[src/rtl/mult_pkg.sv]
// ============================================================================
// Module : mult_pkg
// Desc   : Shared defaults and sizing helpers for the pipelined signed multiplier.
// Rev    : 1.0  initial release
// ============================================================================
`default_nettype none

package mult_pkg;

    localparam int c_aw_def  = 26;
    localparam int c_bw_def  = 14;
    localparam int c_bps_def = 2;
    localparam int c_ow_def  = 20;

    function automatic int stage_cnt(input int bw, input int bps);
        return (bw + bps - 1) / bps;
    endfunction

    function automatic int lat_cnt(input int bw, input int bps);
        return stage_cnt(bw, bps) + 2;
    endfunction

    function automatic int prod_width(input int aw, input int bw);
        return aw + bw;
    endfunction

    localparam int c_lat_def = lat_cnt(c_bw_def, c_bps_def);

endpackage

`default_nettype wire

[src/rtl/mult_pipe_stage.sv]
// ============================================================================
// Module : mult_pipe_stage
// Desc   : One partial-product stage: adds a * mag[SH +: BPS], shifted by SH.
// Rev    : 1.0  initial release
// ============================================================================
`default_nettype none

module mult_pipe_stage #(
    parameter int AW  = 26,
    parameter int MW  = 14,
    parameter int PW  = 40,
    parameter int BPS = 2,
    parameter int SH  = 0
) (
    input  logic          clk,
    input  logic          rst,
    input  logic          en_i,
    input  logic          valid_i,
    input  logic [AW-1:0] a_i,
    input  logic          sign_i,
    input  logic [MW-1:0] mag_i,
    input  logic [PW-1:0] acc_i,
    output logic          valid_o,
    output logic [AW-1:0] a_o,
    output logic          sign_o,
    output logic [MW-1:0] mag_o,
    output logic [PW-1:0] acc_o
);

    logic [BPS-1:0]    w_slice;
    logic [AW+BPS-1:0] w_pp;
    logic [PW-1:0]     acc_d;
    logic              valid_q;
    logic [AW-1:0]     a_q;
    logic              sign_q;
    logic [MW-1:0]     mag_q;
    logic [PW-1:0]     acc_q;

    assign w_slice = mag_i[SH +: BPS];
    assign w_pp    = {{BPS{1'b0}}, a_i} * {{AW{1'b0}}, w_slice};
    // The partial product never exceeds PW bits once shifted, so truncation is safe.
    assign acc_d   = acc_i + (PW'(w_pp) << SH);

    always_ff @(posedge clk) begin
        if (rst) begin
            valid_q <= 1'b0;
        end else if (en_i) begin
            valid_q <= valid_i;
        end
    end

    always_ff @(posedge clk) begin
        if (en_i) begin
            a_q    <= a_i;
            sign_q <= sign_i;
            mag_q  <= mag_i;
            acc_q  <= acc_d;
        end
    end

    assign valid_o = valid_q;
    assign a_o     = a_q;
    assign sign_o  = sign_q;
    assign mag_o   = mag_q;
    assign acc_o   = acc_q;

endmodule

`default_nettype wire

[src/rtl/mult_pipe_signed.sv]
// ============================================================================
// Module : mult_pipe_signed
// Desc   : Pipelined unsigned x signed multiplier with valid/ready stalling.
//          Optional rounded output enabled by macro MULT_ROUND_EN.
// Rev    : 1.0  initial release
// ============================================================================
`default_nettype none

module mult_pipe_signed
    import mult_pkg::*;
#(
    parameter int AW  = c_aw_def,
    parameter int BW  = c_bw_def,
    parameter int BPS = c_bps_def,
    parameter int OW  = c_ow_def
) (
    input  logic             clk,
    input  logic             rst,
    input  logic             in_valid,
    output logic             in_ready,
    input  logic [AW-1:0]    a,
    input  logic [BW-1:0]    b,
    output logic             out_valid,
    input  logic             out_ready,
    output logic [AW+BW-1:0] product
`ifdef MULT_ROUND_EN
    ,
    output logic [OW-1:0]    product_rnd
`endif
);

    localparam int c_s  = stage_cnt(BW, BPS);
    localparam int c_mw = c_s * BPS;
    localparam int c_pw = prod_width(AW, BW);

    logic              w_adv;
    logic [BW-1:0]     w_bmag;
    logic [c_s:0]      w_v;
    logic [c_s:0]      w_sign;
    logic [AW-1:0]     w_a   [0:c_s];
    logic [c_mw-1:0]   w_mag [0:c_s];
    logic [c_pw-1:0]   w_acc [0:c_s];

    logic              v0_q;
    logic [AW-1:0]     a0_q;
    logic              sign0_q;
    logic [c_mw-1:0]   mag0_q;

    logic              out_valid_q;
    logic [c_pw-1:0]   product_q;
    logic [c_pw-1:0]   product_d;

    assign w_adv    = ~out_valid_q | out_ready;
    assign in_ready = w_adv;

    // |b| fits in BW unsigned bits, including the most negative input.
    assign w_bmag = b[BW-1] ? (~b + BW'(1)) : b;

    always_ff @(posedge clk) begin
        if (rst) begin
            v0_q <= 1'b0;
        end else if (w_adv) begin
            v0_q <= in_valid;
        end
    end

    always_ff @(posedge clk) begin
        if (w_adv) begin
            a0_q    <= a;
            sign0_q <= b[BW-1];
            mag0_q  <= c_mw'(w_bmag);
        end
    end

    assign w_v[0]    = v0_q;
    assign w_a[0]    = a0_q;
    assign w_sign[0] = sign0_q;
    assign w_mag[0]  = mag0_q;
    assign w_acc[0]  = '0;

    for (genvar k = 1; k <= c_s; k++) begin : g_stage
        mult_pipe_stage #(
            .AW  (AW),
            .MW  (c_mw),
            .PW  (c_pw),
            .BPS (BPS),
            .SH  ((k - 1) * BPS)
        ) u_stage (
            .clk     (clk),
            .rst     (rst),
            .en_i    (w_adv),
            .valid_i (w_v[k-1]),
            .a_i     (w_a[k-1]),
            .sign_i  (w_sign[k-1]),
            .mag_i   (w_mag[k-1]),
            .acc_i   (w_acc[k-1]),
            .valid_o (w_v[k]),
            .a_o     (w_a[k]),
            .sign_o  (w_sign[k]),
            .mag_o   (w_mag[k]),
            .acc_o   (w_acc[k])
        );
    end

    logic w_unused_tail;
    assign w_unused_tail = ^{w_a[c_s], w_mag[c_s]};

    // Negating a zero accumulator yields zero, so no -0 case exists.
    assign product_d = w_sign[c_s] ? (c_pw'(0) - w_acc[c_s]) : w_acc[c_s];

    always_ff @(posedge clk) begin
        if (rst) begin
            out_valid_q <= 1'b0;
            product_q   <= '0;
        end else if (w_adv) begin
            out_valid_q <= w_v[c_s];
            if (w_v[c_s]) begin
                product_q <= product_d;
            end
        end
    end

    assign out_valid = out_valid_q;
    assign product   = product_q;

`ifdef MULT_ROUND_EN
    logic signed [c_pw:0] w_rsum;
    logic signed [c_pw:0] w_rsh;
    logic [OW-1:0]        product_rnd_d;
    logic [OW-1:0]        product_rnd_q;
    logic                 w_unused_rsh;

    assign w_rsum = $signed({product_d[c_pw-1], product_d})
                  + $signed((c_pw+1)'(1) << (c_pw - OW - 1));
    assign w_rsh  = w_rsum >>> (c_pw - OW);
    // Only positive results can exceed the OW-bit range after rounding up.
    assign product_rnd_d = (~w_rsh[c_pw] & w_rsh[OW-1])
                         ? {1'b0, {(OW-1){1'b1}}}
                         : w_rsh[OW-1:0];
    assign w_unused_rsh  = ^w_rsh[c_pw-1:OW];

    always_ff @(posedge clk) begin
        if (rst) begin
            product_rnd_q <= '0;
        end else if (w_adv && w_v[c_s]) begin
            product_rnd_q <= product_rnd_d;
        end
    end

    assign product_rnd = product_rnd_q;
`else
    logic w_unused_cfg;
    assign w_unused_cfg = (OW > 1);
`endif

endmodule

`default_nettype wire
[config.mk]
export PLATFORM = sky130hd
export DESIGN_NAME = mult_pipe_signed
export DESIGN_NICKNAME = d
export VERILOG_FILES = /design/src/rtl/mult_pkg.sv /design/src/rtl/mult_pipe_stage.sv /design/src/rtl/mult_pipe_signed.sv
export SDC_FILE = /design/constraint.sdc
export NUM_CORES = 2
export LEC_CHECK = 0
export BUFFER_PORTS_ARGS = -buffer_cell sky130_fd_sc_hd__buf_4
export CAP_MARGIN = 0
export CORE_MARGIN = 4
export CORE_UTILIZATION = 34
export CTS_BUF_LIST = sky130_fd_sc_hd__clkbuf_4 sky130_fd_sc_hd__clkbuf_8
export CTS_CLUSTER_SIZE = 24
export DETAILED_ROUTE_END_ITERATION = 16
export PLACE_DENSITY_LB_ADDON = 0.15
export SYNTH_ARGS = -nofsm -noshare
export SYNTH_HDL_FRONTEND = slang
export SYNTH_SLANG_ARGS = --single-unit
[constraint.sdc]
create_clock -name clk -period 24.1 [get_ports clk]
set_input_delay 4.82 -clock clk [delete_from_list [all_inputs] [get_ports clk]]
set_output_delay 4.82 -clock clk [all_outputs]
set_load 0.01 [all_outputs]
# [Word-level counts from Yosys, hierarchy flattened]
# Cells that the tools add are included.
[totals] out_inout_bits=42 ff_bits=605
[op_classes] reduce_logical=1 addsub=8 bitwise_logic=3 muxes=2 n_mul=7
[op_table] cell="$mul 26x2->28" n=7
[op_table] cell="$add 40x32->40" n=1
[op_table] cell="$add 40x34->40" n=1
[op_table] cell="$add 40x36->40" n=1
[op_table] cell="$add 40x38->40" n=1
[op_table] cell="$add 40x40->40" n=1
[op_table] cell="$mux 40" n=1
[op_table] cell="$sub 1x40->40 const A" n=1
[op_table] cell="$add 28x30->31" n=1
[op_table] cell="$add 14x1->14 const B" n=1
[op_table] cell="$not 14->14" n=1
[op_table] cell="$mux 13" n=1
[op_table] cell="$reduce_and 2->1" n=1
[op_table] cell="$not 1->1" n=1
[op_table] cell="$or 1x1->1" n=1

# [Logic depth before layout (Yosys ltp)]
[depth] depth_word=3 ltp_mapped=23 mapped_depth_nobuf=22

# [Cells and area by module]
# Synthesis repeated with hierarchy kept, for this count alone.
[hier_totals] cells_unflattened=4169 hier_area_um2=43718.2
[by_module_without_submodules] mod="mult_pipe_stage (g_stage[2].u_stage)" seq_area_each_um2=2452.4 cells_each=581 instances=1 area_per_inst_um2=5979.5
[by_module_without_submodules] mod="mult_pipe_stage (g_stage[4].u_stage)" seq_area_each_um2=2452.4 cells_each=581 instances=1 area_per_inst_um2=5916.9
[by_module_without_submodules] mod="mult_pipe_stage (g_stage[5].u_stage)" seq_area_each_um2=2452.4 cells_each=568 instances=1 area_per_inst_um2=5869.4
[by_module_without_submodules] mod="mult_pipe_stage (g_stage[3].u_stage)" seq_area_each_um2=2452.4 cells_each=557 instances=1 area_per_inst_um2=5770.5
[by_module_without_submodules] mod="mult_pipe_stage (g_stage[6].u_stage)" seq_area_each_um2=2452.4 cells_each=519 instances=1 area_per_inst_um2=5619.1
[by_module_without_submodules] mod="mult_pipe_stage (g_stage[1].u_stage)" seq_area_each_um2=2452.4 cells_each=504 instances=1 area_per_inst_um2=5345.1
[by_module_without_submodules] mod="mult_pipe_stage (g_stage[7].u_stage)" seq_area_each_um2=2452.4 cells_each=461 instances=1 area_per_inst_um2=5212.5
[by_module_without_submodules] mod="mult_pipe_signed" seq_area_each_um2=2072.0 cells_each=398 instances=1 area_per_inst_um2=4005.1

# [Worst setup path after synthesis]
# OpenSTA, ideal clock, no wires.
[synth_timing] path_kind="input port to output port" from="in out_ready" to="out in_ready" setup_slack_ns=5.030 t_arrival_ns=14.250 cell_stages=3 n_path_buf=1 t_required_ns=19.280 cell_sequence="nor2b_1 clkbuf_1 clkinv_1"
[synth_between] elab_chain_cells=1
[synth_rtl] element="start, declared" line="mult_pipe_signed.sv:24" rtl="input logic out_ready,"
[synth_rtl] element="$or 1x1->1" line="mult_pipe_signed.sv:53" rtl="assign w_adv = ~out_valid_q | out_ready;"
[synth_rtl] element="end, declared" line="mult_pipe_signed.sv:20" rtl="output logic in_ready,"
# Every way passes these cells.

# [Worst setup path in the final report]
# Ends and elaborated chain as after synthesis.

==> summary by stage <==
Status
The run finished with clean final reports.

Timing
The number of max-slew violations in the final report is 0. Setup slack closes at 13.05 ns. The highest clock frequency the design can meet is 0.0905 GHz. The smallest clock period supported by the final layout is computed as 11.05 ns.

The worst clock skew on the final layout is 0.0431 ns. The number of hold violations in the final report is 0. In the finished design, the share of the clock period the worst path needs comes to 0.459. Setup violations remaining at the end of the flow were counted as 0. The actual transition at the worst max-transition pin is 1.04 ns. Measured against its own limit, the worst slew margin works out to 0.287. Setup repair after global routing left no endpoint under its margin. The accumulated negative setup slack is 0 ns.

Clock network
The maximum level of the CTS H-tree is 3. TritonCTS built the clock tree. Clock-pin slew was measured on the worst setup and hold paths at 0.05 ns. Once the clock tree was built, the setup fixing pass inserted 0 buffers.

The number of cells upsized or downsized after cts is 0. Clock tree synthesis found a total of 538 sinks. TritonCTS created 99 clock buffers. The root cell of the clock tree is sky130_fd_sc_hd__clkbuf_8. The worst-case clock buffer depth is 3.

The number of hold buffers added after CTS was 0. For the worst-skew pair, the clock arrives at the later sink with an insertion delay of 0.73 ns.

Floorplanning
Pin placement for this block handled 86 I/O pins. The core region is 102000 um^2. The area enclosed by the die boundary is 109000 um^2. The die outline width is 330 um. Row generation in the floorplan step produced 117 rows. The die boundary height is 330 um. For this configuration, the core starts out at a cell density of 0.345.

Detailed routing
The via density per instance is 4.89. For this block, the routed nets add up to 71.1 mm of wire. For this block, the initial DRC count from the detailed router was 1009. The average wire per cell in the routed design is 14.4 um. In this run the remaining antenna-violating nets after routing total 0. For this run, design rule violations remaining after detail routing come to 0. The number of iterations in the first detailed-routing pass is 5. The total number of vias is 24.2k.

Hold path
The startpoint of the most critical hold path is g_stage[3].u_stage.mag_o[12]$_DFFE_PN_. Counting instances, the worst hold path has a depth of 0. The type of the most critical hold path is flip-flop to flip-flop. The end point of the most critical hold path is g_stage[4].u_stage.mag_o[12]$_DFFE_PN_.

Place
Summed over all nets, the half-perimeter wirelength after detailed placement is 55.3 mm. The count of input and output buffers is 85. The congestion estimate from routability-driven global placement came to 0.810. Prior to clock tree synthesis, the placed netlist has a worst setup slack of 13.00 ns.

Cells and area
At the end of the flow, the number of nets in the layout was 3904. From synthesis to final layout, the design area changed by 12.2%. The most frequent standard cell in the layout excluding fill and tap cells is sky130_fd_sc_hd__edfxtp_1.

The total of fill cells in the finished design is 10.3k. The multi-input combinational cells in the finished layout cover a total of 19100 um^2. In the layout the commonest cells are 489 x sky130_fd_sc_hd__edfxtp_1, 366 x sky130_fd_sc_hd__and2_1, 350 x sky130_fd_sc_hd__ha_1.

Measured on the finished design, the core utilization comes to 0.387. The fraction of layout instances using a drive strength above 1 is 0.0805. The register area is 15700 um^2.

Setup path
The number of cells on the worst reg-to-reg path is 20. The start of the worst register-to-register path is g_stage[4].u_stage.mag_o[9]$_DFFE_PN_. The type of element capturing the critical path is an output pin.

The required time reported for the critical path endpoint is 19.28 ns. The setup path with the least slack is of type input pin to output pin. The end of the worst register-to-register path is g_stage[5].u_stage.acc_o[35]$_DFFE_PN_.

The worst register-to-register path has a setup slack of 17.83 ns. The arrival time reported for the critical path endpoint is 6.23 ns. The highest net fanout along the worst path is 29. The worst setup path is launched from an input pin.

Synth
The fraction of the mapped netlist area in simple logic gates is 0.155. The multiplexer share of the synthesized area is 0.00142. During synthesis, Yosys emitted a total of 0 warnings. The netlist uses 76 different library cells. The sequential cell area fraction in the yosys report is 0.443. In this run, synthesis inferred 489 flip-flops with an integrated enable. The fraction of registers with async set or reset after synthesis is 0.

After synthesis, the largest family of logic cells by area is compound AO/OA/AOI/OAI gates. Counting flops and latches in the post-synthesis netlist gives 538. Of the total synthesized cell area, the portion taken by XOR and XNOR cells is 0.0826. The most used flip-flop cell after synthesis is sky130_fd_sc_hd__edfxtp_1.

The adder-cell share of the synthesized area is 0.131. The synthesized cell area is 35300 um^2. The post-synthesis instance total is 3353. The complex-gate fraction of the synthesized area is 0.170. Averaged over all synthesized cells, the footprint is 10.5 um^2. The total nets after synthesis is 3760.

Power and ir drop
The leakage power summed over all cells is 16.7 nW. The sum of internal, switching and leakage power is 0.00385 W. The power density relative to cell area is 97.2 nW/um^2. The share of total power dissipated in combinational logic is 0.383. Of the total power, the share spent switching nets is 0.345.

The share of total power dissipated in sequential elements is 0.383. The worst-case vdd ir drop is 0.0455 mV. The share of total power dissipated in the clock network is 0.234. The switching power is 0.00133 W.

Internal power comes to 0.00252 W.

Global routing
The number of global-route vias before repair is 24.5k. The total global routing overflow is 0. The largest net degree at the start of global routing is 133. The first global-routing pass estimated 119 mm of wire. The number of antenna violations at the first check in global routing is 2. The global router's overall resource usage is 0.132.

Job
The count of max-cap constraint violations is 0.
[final cells by class]
class,instances,share of cell area
inverters,99,0.00957
flip-flops and latches,538,0.395
diodes,1,0.0000631
multi-input cells,2661,0.482
repair buffers,98,0.0189
clock buffers,128,0.0408
clock inverters,53,0.0106
well taps,1368,0.0432
[worst max-delay path, stage by stage]
cell                      delay [ns]
sky130_fd_sc_hd__buf_4          0.11
sky130_fd_sc_hd__nor2b_1        0.73
sky130_fd_sc_hd__inv_8          0.23
sky130_fd_sc_hd__buf_4          0.27
[Yosys cell counts, types with 76 or more instances]
| master | instances | area (um^2) |
|---|---|---|
| sky130_fd_sc_hd__xnor2_1 | 222 | 1940 |
| sky130_fd_sc_hd__o21ai_0 | 152 | 761 |
| sky130_fd_sc_hd__a211oi_1 | 76 | 571 |
| sky130_fd_sc_hd__a21oi_1 | 285 | 1430 |
| sky130_fd_sc_hd__xor2_1 | 111 | 972 |
| sky130_fd_sc_hd__nor2_1 | 212 | 796 |
| sky130_fd_sc_hd__inv_1 | 98 | 368 |
| sky130_fd_sc_hd__and2_1 | 367 | 2300 |
| sky130_fd_sc_hd__edfxtp_1 | 489 | 14700 |
| sky130_fd_sc_hd__a21o_1 | 129 | 968 |
| sky130_fd_sc_hd__nand2_1 | 173 | 649 |
| sky130_fd_sc_hd__ha_1 | 350 | 4380 |
[per-layer routing]
layer,GRT usage,routed length (um),up-vias
met4,0.0413,2050,0
met3,0.0232,2080,126
met5,0,0,-
met2,0.234,34200,261
met1,0.164,32800,11000
li1,-,-,12700
[state kept, by name, summed over array words and instances (netlist names)]
signal                   flops
a0_q                        26
g_stage.u_stage.a_o        156
g_stage.u_stage.acc_o      243
g_stage.u_stage.mag_o       42
g_stage.u_stage.sign_o       7
g_stage.u_stage.valid_o      7
mag0_q                      14
out_valid                    1
product                     40
sign0_q                      1
v0_q                         1
[cells by family (layout without fill, tap and decap cells)]
family,count (synthesis),count (layout)
mux,5,5
simple gates,1033,1033
compound gates,927,927
flops,538,538
buf+inv,154,378
fa+ha+maj,363,363
xor+xnor,333,333
other cells,0,1
[power groups by stage]
stage	Sequential, W	Clock, W	Combinational, W
after floorplan	0.00142	0	0.00121
after global placement	0.00150	0	0.00146
after detailed placement	0.00150	0	0.00147
after CTS	0.00148	0.000950	0.00148
after global routing	0.00151	0.000990	0.00168
final	0.00148	0.000902	0.00147
[through the flow]
stage          instance area [um^2]  hold slack, ns  std cells
2_1_floorplan                 35300           0.400       3353
3_3_place_gp                  37600           0.401       4764
3_5_place_dp                  37600           0.405       4764
4_1_cts                       39600           0.403       4945
5_1_grt                       39600           0.409       4946
6_report                      39600           0.409       4946
[worst max-delay path by stage]
stage | startpoint | to | slack (ns)
floorplan | out_ready | in_ready | 5.03
global placement | out_ready | in_ready | 13.00
detailed placement | out_ready | in_ready | 13.00
CTS | out_ready | in_ready | 13.00
global route | out_ready | in_ready | 12.87
finish | out_ready | in_ready | 13.05
No activity file was read; power rests on OpenSTA's default activity.
